<file path="src/rtl/adder_pipe_if.sv">
// Operand/result handshake bundle for adder_pipe: the master drives operands and
// out_ready, and the slave (the adder) returns in_ready and the registered result.
interface adder_pipe_if #(
   parameter int unsigned WIDTH = 8
) ();
   logic [WIDTH-1:0] A;
   logic [WIDTH-1:0] B;
   logic             c_in;
   logic             sub;
   logic             in_valid;
   logic             in_ready;
   logic [WIDTH-1:0] S;
   logic             c_out;
   logic             ovf;
   logic             zero;
   logic             out_valid;
   logic             out_ready;

   modport master (
      output A, B, c_in, sub, in_valid, out_ready,
      input  in_ready, S, c_out, ovf, zero, out_valid
   );

   modport slave (
      input  A, B, c_in, sub, in_valid, out_ready,
      output in_ready, S, c_out, ovf, zero, out_valid
   );
endinterface

</file>
<file path="src/rtl/adder_pipe.sv">
// Segmented ripple-carry add/subtract pipeline: each stage adds SEG_W bits and hands
// its carry forward; the whole pipe stalls as one when the output is not accepted.
module adder_pipe #(
   parameter int unsigned WIDTH = 8,
   parameter int unsigned SEG_W = 4
) (
   input  logic        clk,
   input  logic        reset,
   adder_pipe_if.slave bus
);
   localparam int unsigned STAGES = (SEG_W != 0) ? WIDTH / SEG_W : 1;
   localparam int unsigned LAST   = STAGES - 1;

   if ((SEG_W == 0) || (SEG_W > WIDTH) || ((WIDTH % ((SEG_W == 0) ? 1 : SEG_W)) != 0))
   begin : g_bad_params
      $error("adder_pipe: SEG_W must be in 1..WIDTH and divide WIDTH");
   end

   logic [WIDTH-1:0] r_a [STAGES];
   logic [WIDTH-1:0] r_b [STAGES];
   logic [WIDTH-1:0] r_s [STAGES];
   logic             r_c [STAGES];
   logic             r_v [STAGES];
   logic             r_ovf;

   logic [WIDTH-1:0] w_a     [STAGES];
   logic [WIDTH-1:0] w_b     [STAGES];
   logic [WIDTH-1:0] w_s_in  [STAGES];
   logic [WIDTH-1:0] w_s_nxt [STAGES];
   logic             w_c_in  [STAGES];
   logic             w_c_nxt [STAGES];
   logic             w_v_in  [STAGES];
   logic [SEG_W:0]   w_seg;
   logic             w_adv;
   logic             w_ovf;

   function automatic logic [SEG_W:0] seg_add(input logic [SEG_W-1:0] a,
                                              input logic [SEG_W-1:0] b,
                                              input logic             c);
      return {1'b0, a} + {1'b0, b} + {{SEG_W{1'b0}}, c};
   endfunction

   always_comb begin
      w_adv     = !r_v[LAST] || bus.out_ready;
      // Subtraction folds into addition: invert B and flip the incoming borrow.
      w_a[0]    = bus.A;
      w_b[0]    = bus.B ^ {WIDTH{bus.sub}};
      w_s_in[0] = '0;
      w_c_in[0] = bus.c_in ^ bus.sub;
      w_v_in[0] = bus.in_valid;
      for (int unsigned i = 1; i < STAGES; i++) begin
         w_a[i]    = r_a[i-1];
         w_b[i]    = r_b[i-1];
         w_s_in[i] = r_s[i-1];
         w_c_in[i] = r_c[i-1];
         w_v_in[i] = r_v[i-1];
      end
      w_seg = '0;
      for (int unsigned i = 0; i < STAGES; i++) begin
         w_seg                          = seg_add(w_a[i][i*SEG_W +: SEG_W],
                                                  w_b[i][i*SEG_W +: SEG_W], w_c_in[i]);
         w_s_nxt[i]                     = w_s_in[i];
         w_s_nxt[i][i*SEG_W +: SEG_W]   = w_seg[SEG_W-1:0];
         w_c_nxt[i]                     = w_seg[SEG_W];
      end
      // Carry into the MSB is recovered as a^b^s of that bit, avoiding a separate tap.
      w_ovf = w_c_nxt[LAST] ^ w_a[LAST][WIDTH-1] ^ w_b[LAST][WIDTH-1] ^ w_s_nxt[LAST][WIDTH-1];
   end

   always_ff @(posedge clk) begin
      if (reset) begin
         for (int unsigned i = 0; i < STAGES; i++) begin
            r_a[i] <= '0;
            r_b[i] <= '0;
            r_s[i] <= '0;
            r_c[i] <= 1'b0;
            r_v[i] <= 1'b0;
         end
         r_ovf <= 1'b0;
      end else if (w_adv) begin
         for (int unsigned i = 0; i < STAGES; i++) begin
            r_a[i] <= w_a[i];
            r_b[i] <= w_b[i];
            r_s[i] <= w_s_nxt[i];
            r_c[i] <= w_c_nxt[i];
            r_v[i] <= w_v_in[i];
         end
         r_ovf <= w_ovf;
      end
   end

   assign bus.in_ready  = w_adv && !reset;
   assign bus.S         = r_s[LAST];
   assign bus.c_out     = r_c[LAST];
   assign bus.ovf       = r_ovf;
   assign bus.out_valid = r_v[LAST];
   // Qualified by valid so that the cleared result after reset does not read as zero.
   assign bus.zero      = r_v[LAST] && (r_s[LAST] == '0);
endmodule

</file>
<file path="src/flat_wrapper.sv">
// flat-port wrapper written by rule: the top's interface ports become plain ports
module adder_pipe_flat 
#(
   parameter int unsigned WIDTH = 8,
   parameter int unsigned SEG_W = 4
)
  (clk, reset, bus_A, bus_B, bus_c_in, bus_sub, bus_in_valid, bus_out_ready, bus_in_ready, bus_S, bus_c_out, bus_ovf, bus_zero, bus_out_valid);
  adder_pipe_if #(.WIDTH(WIDTH)) bus_i ();
  input  logic clk;
  input  logic reset;
  input wire logic [$bits(bus_i.A)-1:0] bus_A;
  input wire logic [$bits(bus_i.B)-1:0] bus_B;
  input wire logic [$bits(bus_i.c_in)-1:0] bus_c_in;
  input wire logic [$bits(bus_i.sub)-1:0] bus_sub;
  input wire logic [$bits(bus_i.in_valid)-1:0] bus_in_valid;
  input wire logic [$bits(bus_i.out_ready)-1:0] bus_out_ready;
  output wire logic [$bits(bus_i.in_ready)-1:0] bus_in_ready;
  output wire logic [$bits(bus_i.S)-1:0] bus_S;
  output wire logic [$bits(bus_i.c_out)-1:0] bus_c_out;
  output wire logic [$bits(bus_i.ovf)-1:0] bus_ovf;
  output wire logic [$bits(bus_i.zero)-1:0] bus_zero;
  output wire logic [$bits(bus_i.out_valid)-1:0] bus_out_valid;
  assign bus_i.A = bus_A;
  assign bus_i.B = bus_B;
  assign bus_i.c_in = bus_c_in;
  assign bus_i.sub = bus_sub;
  assign bus_i.in_valid = bus_in_valid;
  assign bus_i.out_ready = bus_out_ready;
  assign bus_in_ready = bus_i.in_ready;
  assign bus_S = bus_i.S;
  assign bus_c_out = bus_i.c_out;
  assign bus_ovf = bus_i.ovf;
  assign bus_zero = bus_i.zero;
  assign bus_out_valid = bus_i.out_valid;
  adder_pipe #(.WIDTH(WIDTH), .SEG_W(SEG_W)) u_core (.clk(clk), .reset(reset), .bus(bus_i));
endmodule
</file>
<file path="config.mk">
export PLATFORM = sky130hd
export DESIGN_NAME = adder_pipe_flat
export DESIGN_NICKNAME = d
export VERILOG_FILES = /design/src/rtl/adder_pipe_if.sv /design/src/rtl/adder_pipe.sv /design/src/flat_wrapper.sv
export SDC_FILE = /design/constraint.sdc
export NUM_CORES = 1
export LEC_CHECK = 0
export BUFFER_PORTS_ARGS = -buffer_cell sky130_fd_sc_hd__buf_2
export CAP_MARGIN = 10
export CORE_AREA = 3 3 67 69
export DETAILED_ROUTE_END_ITERATION = 8
export DIE_AREA = 0 0 70 72
export PLACE_DENSITY = 0.61
export RECOVER_POWER = 25
export SLEW_MARGIN = 20
export SYNTH_ARGS = -nofsm -noshare
export SYNTH_HDL_FRONTEND = slang
export SYNTH_SLANG_ARGS = --single-unit
</file>
<file path="constraint.sdc">
create_clock -name clk -period 4.6 [get_ports clk]
set_input_delay 0.46 -clock clk [delete_from_list [all_inputs] [get_ports clk]]
set_output_delay 0.46 -clock clk [all_outputs]
set_load 0.01 [all_outputs]
</file>
==> results of run 1 <==
-- placed cells by master (no fill, tap or decap), drive strengths merged --
cell and n:
edfxtp 24, buf 23, and2 14, clkbuf 14, nor2 11, inv 9, xor2 8, xnor2 7
ha 6, fa 4, a21oi 4, nand2b 3, nor4 2, a21o 2, nor2b 2, nand3b 1
nor3 1, a22o 1, o21ai 1, clkinv 1, dfxtp 1
-- metal layers --
layer	GRT usage, %	up-vias
met3	2.22	4
met4	5.11	0
met5	0	-
met2	13.9	32
met1	9.28	346
li1	-	415
-- logic make-up after synthesis --
group,after synthesis
XOR/XNOR,15
AND/OR/NAND/NOR,34
AO/OA/AOI/OAI,8
flip-flops,25
adder cells (fa/ha/maj),10
buffers and inverters,20
-- state kept, by name (all words and copies together), names as in the netlist --
signal          flops
u_core.r_v          2
u_core.bus.ovf      1
u_core.r_c          2
u_core.r_a          4
u_core.r_b          4
u_core.r_s         12
-- power by group --
part	internal [W]	switching, W
registers	0.000282	0.0000117
clock network	0.0000605	0.0000659
logic	0.0000512	0.0000561
total	0.000394	0.000134
-- through the flow --
step                std cells  utilization [%]  setup WS, ns  cell area (µm²)
floorplan                 112                -          2.58             1380
global placement          185             38.7          2.54             1540
detailed placement        185             38.7          2.49             1540
CTS                       189             39.9          2.43             1580
global route              189             39.5          2.33             1570
finish                    189             39.5          2.48             1570
-- path summary, 6_finish.rpt --
kind / from / to / slack, ns / cells after the start
worst min register to register: u_core.bus.ovf$_SDFFE_PP0P_ / u_core.bus.ovf$_SDFFE_PP0P_ / 0.48 / 1
worst max register to register: u_core.r_a[0][4]$_SDFFCE_PN0P_ / u_core.bus.ovf$_SDFFE_PP0P_ / 2.75 / 8
worst min-delay path: bus_A[7] / u_core.r_a[0][7]$_SDFFCE_PN0P_ / 0.47 / 2
worst max-delay path: u_core.r_v[0][1]$_SDFFCE_PN0P_ / bus_in_ready / 2.48 / 4
-- area by class of cell --
class                      count  area [µm²]
timing repair buffer          34         156
multi-input combinational     67         529
clock buffer                   3        41.3
sequential                    25         741
fill                         422        2400
tap                           50        62.6
clock inverter                 1        5.00
inverter                       9        33.8
-- worst reg2reg max path, cell delays in order (launching register included) --
cell and delay [ns]:
edfxtp_1 0.41, fa_1 0.46, inv_1 0.08, fa_1 0.19, nand2b_1 0.13, a21oi_2 0.06, xnor2_1 0.18, xnor2_1 0.08
a22o_1 0.17
==> impl_metrics.yaml, run 1 <==
pwr:
  power_w: 0.000528
  power_leakage_nw: 0.684
  ir_drop_uv: 94.8
  power_density_nw_per_um2: 336
clock_network:
  h-tree-depth: 1
  cts.path.max_buffers: 2
  post_cts.repair.setup_buffers: 0
  cts_resized: 0
  hold_buffers: 0
  clock_sinks: 25
  cts_tree: "yes"
  clk_pin_slew_ns: 0.08
  clock_latency_ns: 0.26
  numCtsBuffers: 3
  clockRootBuffer: "clkbuf_8"
synthesis:
  avgSynthCellArea_um2: 12.3
  yosys-top-cells-area: "edfxtp_1 52%, and2_1 5.9%, fa_1 5.8%"
  synth_top_flop_cell: "edfxtp_1"
  synth_compound_area_share_pct: 4.09
  synth-simple-area-share_pct: 13.5
  yosys.area.top_type: "edfxtp_1"
  yosysSeqAreaShare_pct: 53.8
  synth_fp_nets: 144
  muxShareOfSynthArea_pct: 0
  synth-edff-count: 24
  ys_warn_count: 0
  synth_cells: 112
  syn_area_um2: 1380
  synth_top_family_by_area: "simple AND/OR/NAND/NOR gates"
  ys_types: 23
  synth_common_cells: "24 x edfxtp_1, 13 x and2_1, 11 x nor2_1, 9 x inv_1"
  yosys_register_bits: 25
  synth.most_common_cell: "edfxtp_1"
  yosys.area.top_type_share_pct: 52.3
  synthXorXnorAreaFrac_pct: 9.54
  synthAdderAreaFrac_pct: 11.3
  async_reset_ff_share_pct: 0
job:
  maxCapViolCount: 0
timing:
  worstMarginPinSlew_ns: 0.860
  setup_viol: 0
  maxSlewViolCount: 0
  hold_viol: 0
  rsz0062_at_grt: "false"
  max-slew-margin-rel_pct: 42.6
  fin_crit_ns: 2.12
  fmax_mhz: 471
  fin_worst_skew_ns: 0.00226
  hold_ws_ns: 0.469
  fin_tns_setup_ns: 0
  fin_crit_sh_pct: 46.1
cells_and_area:
  final_layout_size_suffix_gt1_share_pct: 21.6
  synthToLayoutAreaGrowth_pct: 13.9
  diodes: 0
  nets: 172
detailed_routing:
  wirelength_um: 2030
  wl_per_cell_um: 10.7
  route.detailed.drc: 0
  vias_per_cell: 4.22
  dr_total_vias: 797
  drtPass1Iterations: 4
  wl_met3_um: 197
  first_iter_violations: 36
  wl_met2_um: 928
  met1_length_um: 872
  ant_nets: 0
  highest_layer: "met4"
floorplanning:
  dieArea_um2: 5040
  chipWidth_um: 70
  num_io_pins: 35
  initial_core_util_pct: 34.7
  die_h_um: 72
  core_area_um2: 3970
  rows: 23
global_route:
  grt_first_pass_wirelength_um: 3290
  grt_usage_pct: 8.20
  grt_pass1_vias: 777
  grt_max_degree: 25
  grt.overflow.total: 0
  antenna_found_initial: 0
worst_setup_path:
  arrival_ns: 1.66
  crit_family: "buffers and inverters"
  end_kind: "primary output"
  cpMostUsedCell: "nand2b_1"
  cpPeakStageDelay_ns: 0.42
  crit_path_cell_trace: "nand2b_1 -> nand2b_1 -> inv_1 -> buf_2"
  cp_num_buf_inv: 2
  setup.worst_path.start_class: "flip-flop"
  cp_max_fo: 16
  cp.required_ns: 4.14
  critPathKind: "flip-flop to primary output"
  crit_slowest_cell: "edfxtp_1"
status:
  status: "completed"
place:
  gp_congestion: 0.710
  portBuffers: 34
hold_path:
  hold_class: "input pin to flip-flop"
Note: power is estimated with default switching activity, not from simulation.
==> inputs of run 2 (changes only) <==
- clock period: 4.6 -> 2.2 ns (I/O delays scaled with it)
==> impl_metrics.yaml, run 2 (synthesis gave the netlist of run 1 again) <==
clock_network:
  cts.path.max_buffers: 2
  hold_buffers: 0
  clock_sinks: 25
  clock_latency_ns: 0.26
  clk_pin_slew_ns: 0.08
  cts_tree: "yes"
  cts_resized: 0
  h-tree-depth: 1
  post_cts.repair.setup_buffers: 0
  clockRootBuffer: "clkbuf_8"
  numCtsBuffers: 3
status:
  status: "completed"
place:
  pre_cts_ws_ns: 0.337
  placed_area_um2: 1540
  dpl.cell_count: 186
  gp_congestion: 0.719
  dp_hpwl_um: 1560
  portBuffers: 34
pwr:
  p_sw_w: 0.000269
  internal-power_w: 0.000827
  power_leakage_nw: 0.686
  p_seq_share_pct: 56.2
  power_density_nw_per_um2: 695
  clock_power_share_pct: 23.4
  pwr-share-comb_pct: 20.5
  ir_drop_uv: 215
  p_sw_share_pct: 24.5
timing:
  fin_crit_ns: 1.86
  rsz0062_at_grt: "false"
  fmax_mhz: 536
  setup_viol: 0
  hold_viol: 0
  maxSlewViolCount: 0
  fin_worst_skew_ns: 0.00496
  fin_tns_setup_ns: 0
  max-slew-margin-rel_pct: 71.9
  fin_crit_sh_pct: 84.7
  setup_slack_ns: 0.336
  worstMarginPinSlew_ns: 0.422
cells_and_area:
  final_cell_mix: "24 x edfxtp_1, 23 x buf_2, 13 x and2_1"
  fillers: 408
  nets: 173
  final_common_cell: "edfxtp_1"
  largest_register_ffs: 12
  final_util_pct: 39.7
  fin_cells: 190
  reg_top3: "u_core.r_s: 12 flops, u_core.r_a: 4 flops, u_core.r_b: 4 flops"
  diodes: 0
  fin_area_um2: 1580
  final_layout_size_suffix_gt1_share_pct: 21.4
  synthToLayoutAreaGrowth_pct: 14.4
  top_register: "u_core.r_s"
floorplanning:
  core_area_um2: 3970
  die_h_um: 72
  num_io_pins: 35
  rows: 23
  initial_core_util_pct: 34.7
  chipWidth_um: 70
  dieArea_um2: 5040
global_route:
  grt_first_pass_wirelength_um: 3500
  grt_usage_pct: 8.42
  grt_pass1_vias: 837
  grt.overflow.total: 0
  antenna_found_initial: 0
  grt_max_degree: 25
detailed_routing:
  first_iter_violations: 19
  dr_total_vias: 816
  vias_per_cell: 4.29
  ant_nets: 0
  route.detailed.drc: 0
  drtPass1Iterations: 4
  wl_per_cell_um: 10.4
  wirelength_um: 1980
worst_setup_path:
  r2r_start: "u_core.r_a[0][4]$_SDFFCE_PN0P_"
  critPathKind: "flip-flop to primary output"
  reg2reg_depth: 8
  arrival_ns: 1.64
  cp.required_ns: 1.98
  setup.worst_path.start_class: "flip-flop"
  end_kind: "primary output"
  critPathCapture: "bus_in_ready"
  r2r_end: "u_core.bus.ovf$_SDFFE_PP0P_"
  cp_max_fo: 16
  reg2reg_setup_slack_ns: 0.34
  cp-startpoint: "u_core.r_v[0][1]$_SDFFCE_PN0P_"
hold_path:
  hold_class: "input pin to flip-flop"
job:
  maxCapViolCount: 0
==> run 2: changes by cell type in the layout (fill, tap and decap cells not counted) <==
cell,before,now
clkbuf_1,11,12
clkinv_2,1,0
buf_4,0,1
==> run 2: worst max-delay path, cell delays in order, from the launching register on <==
cell and delay [ns]:
edfxtp_1 0.42, nand2b_1 0.12, nand2b_1 0.25, inv_1 0.40, buf_2 0.21
==> run 2: final cells by class <==
type                    count  area (µm²)  share of cell area, %
clock buffers               4        45.0                   2.86
inverters                   9        33.8                   2.14
multi-input cells          67         529                   33.6
flip-flops and latches     25         741                   47.0
well taps                  50        62.6                   3.97
repair buffers             35         164                   10.4
==> run 2: worst min path at each step <==
stage | startpoint | end | slack (ns) | cells past startpoint
3_5_place_dp | u_core.bus.ovf$_SDFFE_PP0P_ | u_core.bus.ovf$_SDFFE_PP0P_ | 0.47 | 1
3_3_place_gp | u_core.bus.ovf$_SDFFE_PP0P_ | u_core.bus.ovf$_SDFFE_PP0P_ | 0.47 | 1
4_1_cts | bus_A[7] | u_core.r_a[0][7]$_SDFFCE_PN0P_ | 0.23 | 2
6_report | bus_A[7] | u_core.r_a[0][7]$_SDFFCE_PN0P_ | 0.23 | 2
2_1_floorplan | bus_A[4] | u_core.r_a[0][4]$_SDFFCE_PN0P_ | 0.42 | 1
5_1_grt | bus_A[7] | u_core.r_a[0][7]$_SDFFCE_PN0P_ | 0.23 | 2
==> run 2: power groups by stage <==
| stage | registers [W] | logic [W] | clock network (W) |
|---|---|---|---|
| 6_report | 0.000615 | 0.000224 | 0.000256 |
| 5_1_grt | 0.000623 | 0.000260 | 0.000281 |
| 4_1_cts | 0.000615 | 0.000237 | 0.000264 |
| 3_5_place_dp | 0.000626 | 0.000236 | 0 |
| 3_3_place_gp | 0.000623 | 0.000231 | 0 |
| 2_1_floorplan | 0.000624 | 0.000186 | 0 |
==> run 2: layer usage <==
metal	up-vias	GRT usage (%)	share of wire [%]
met3	2	2.22	8.1
met5	-	0	0
li1	417	-	-
met2	28	13.9	44
met1	369	10.5	46
met4	0	3.83	1.8
==> run 2: metrics by stage <==
step	power (W)	hold slack [ns]
5_1_grt	0.00116	0.234
3_5_place_dp	0.000862	0.467
6_report	0.00110	0.231
2_1_floorplan	0.000810	0.418
3_3_place_gp	0.000854	0.467
4_1_cts	0.00112	0.225
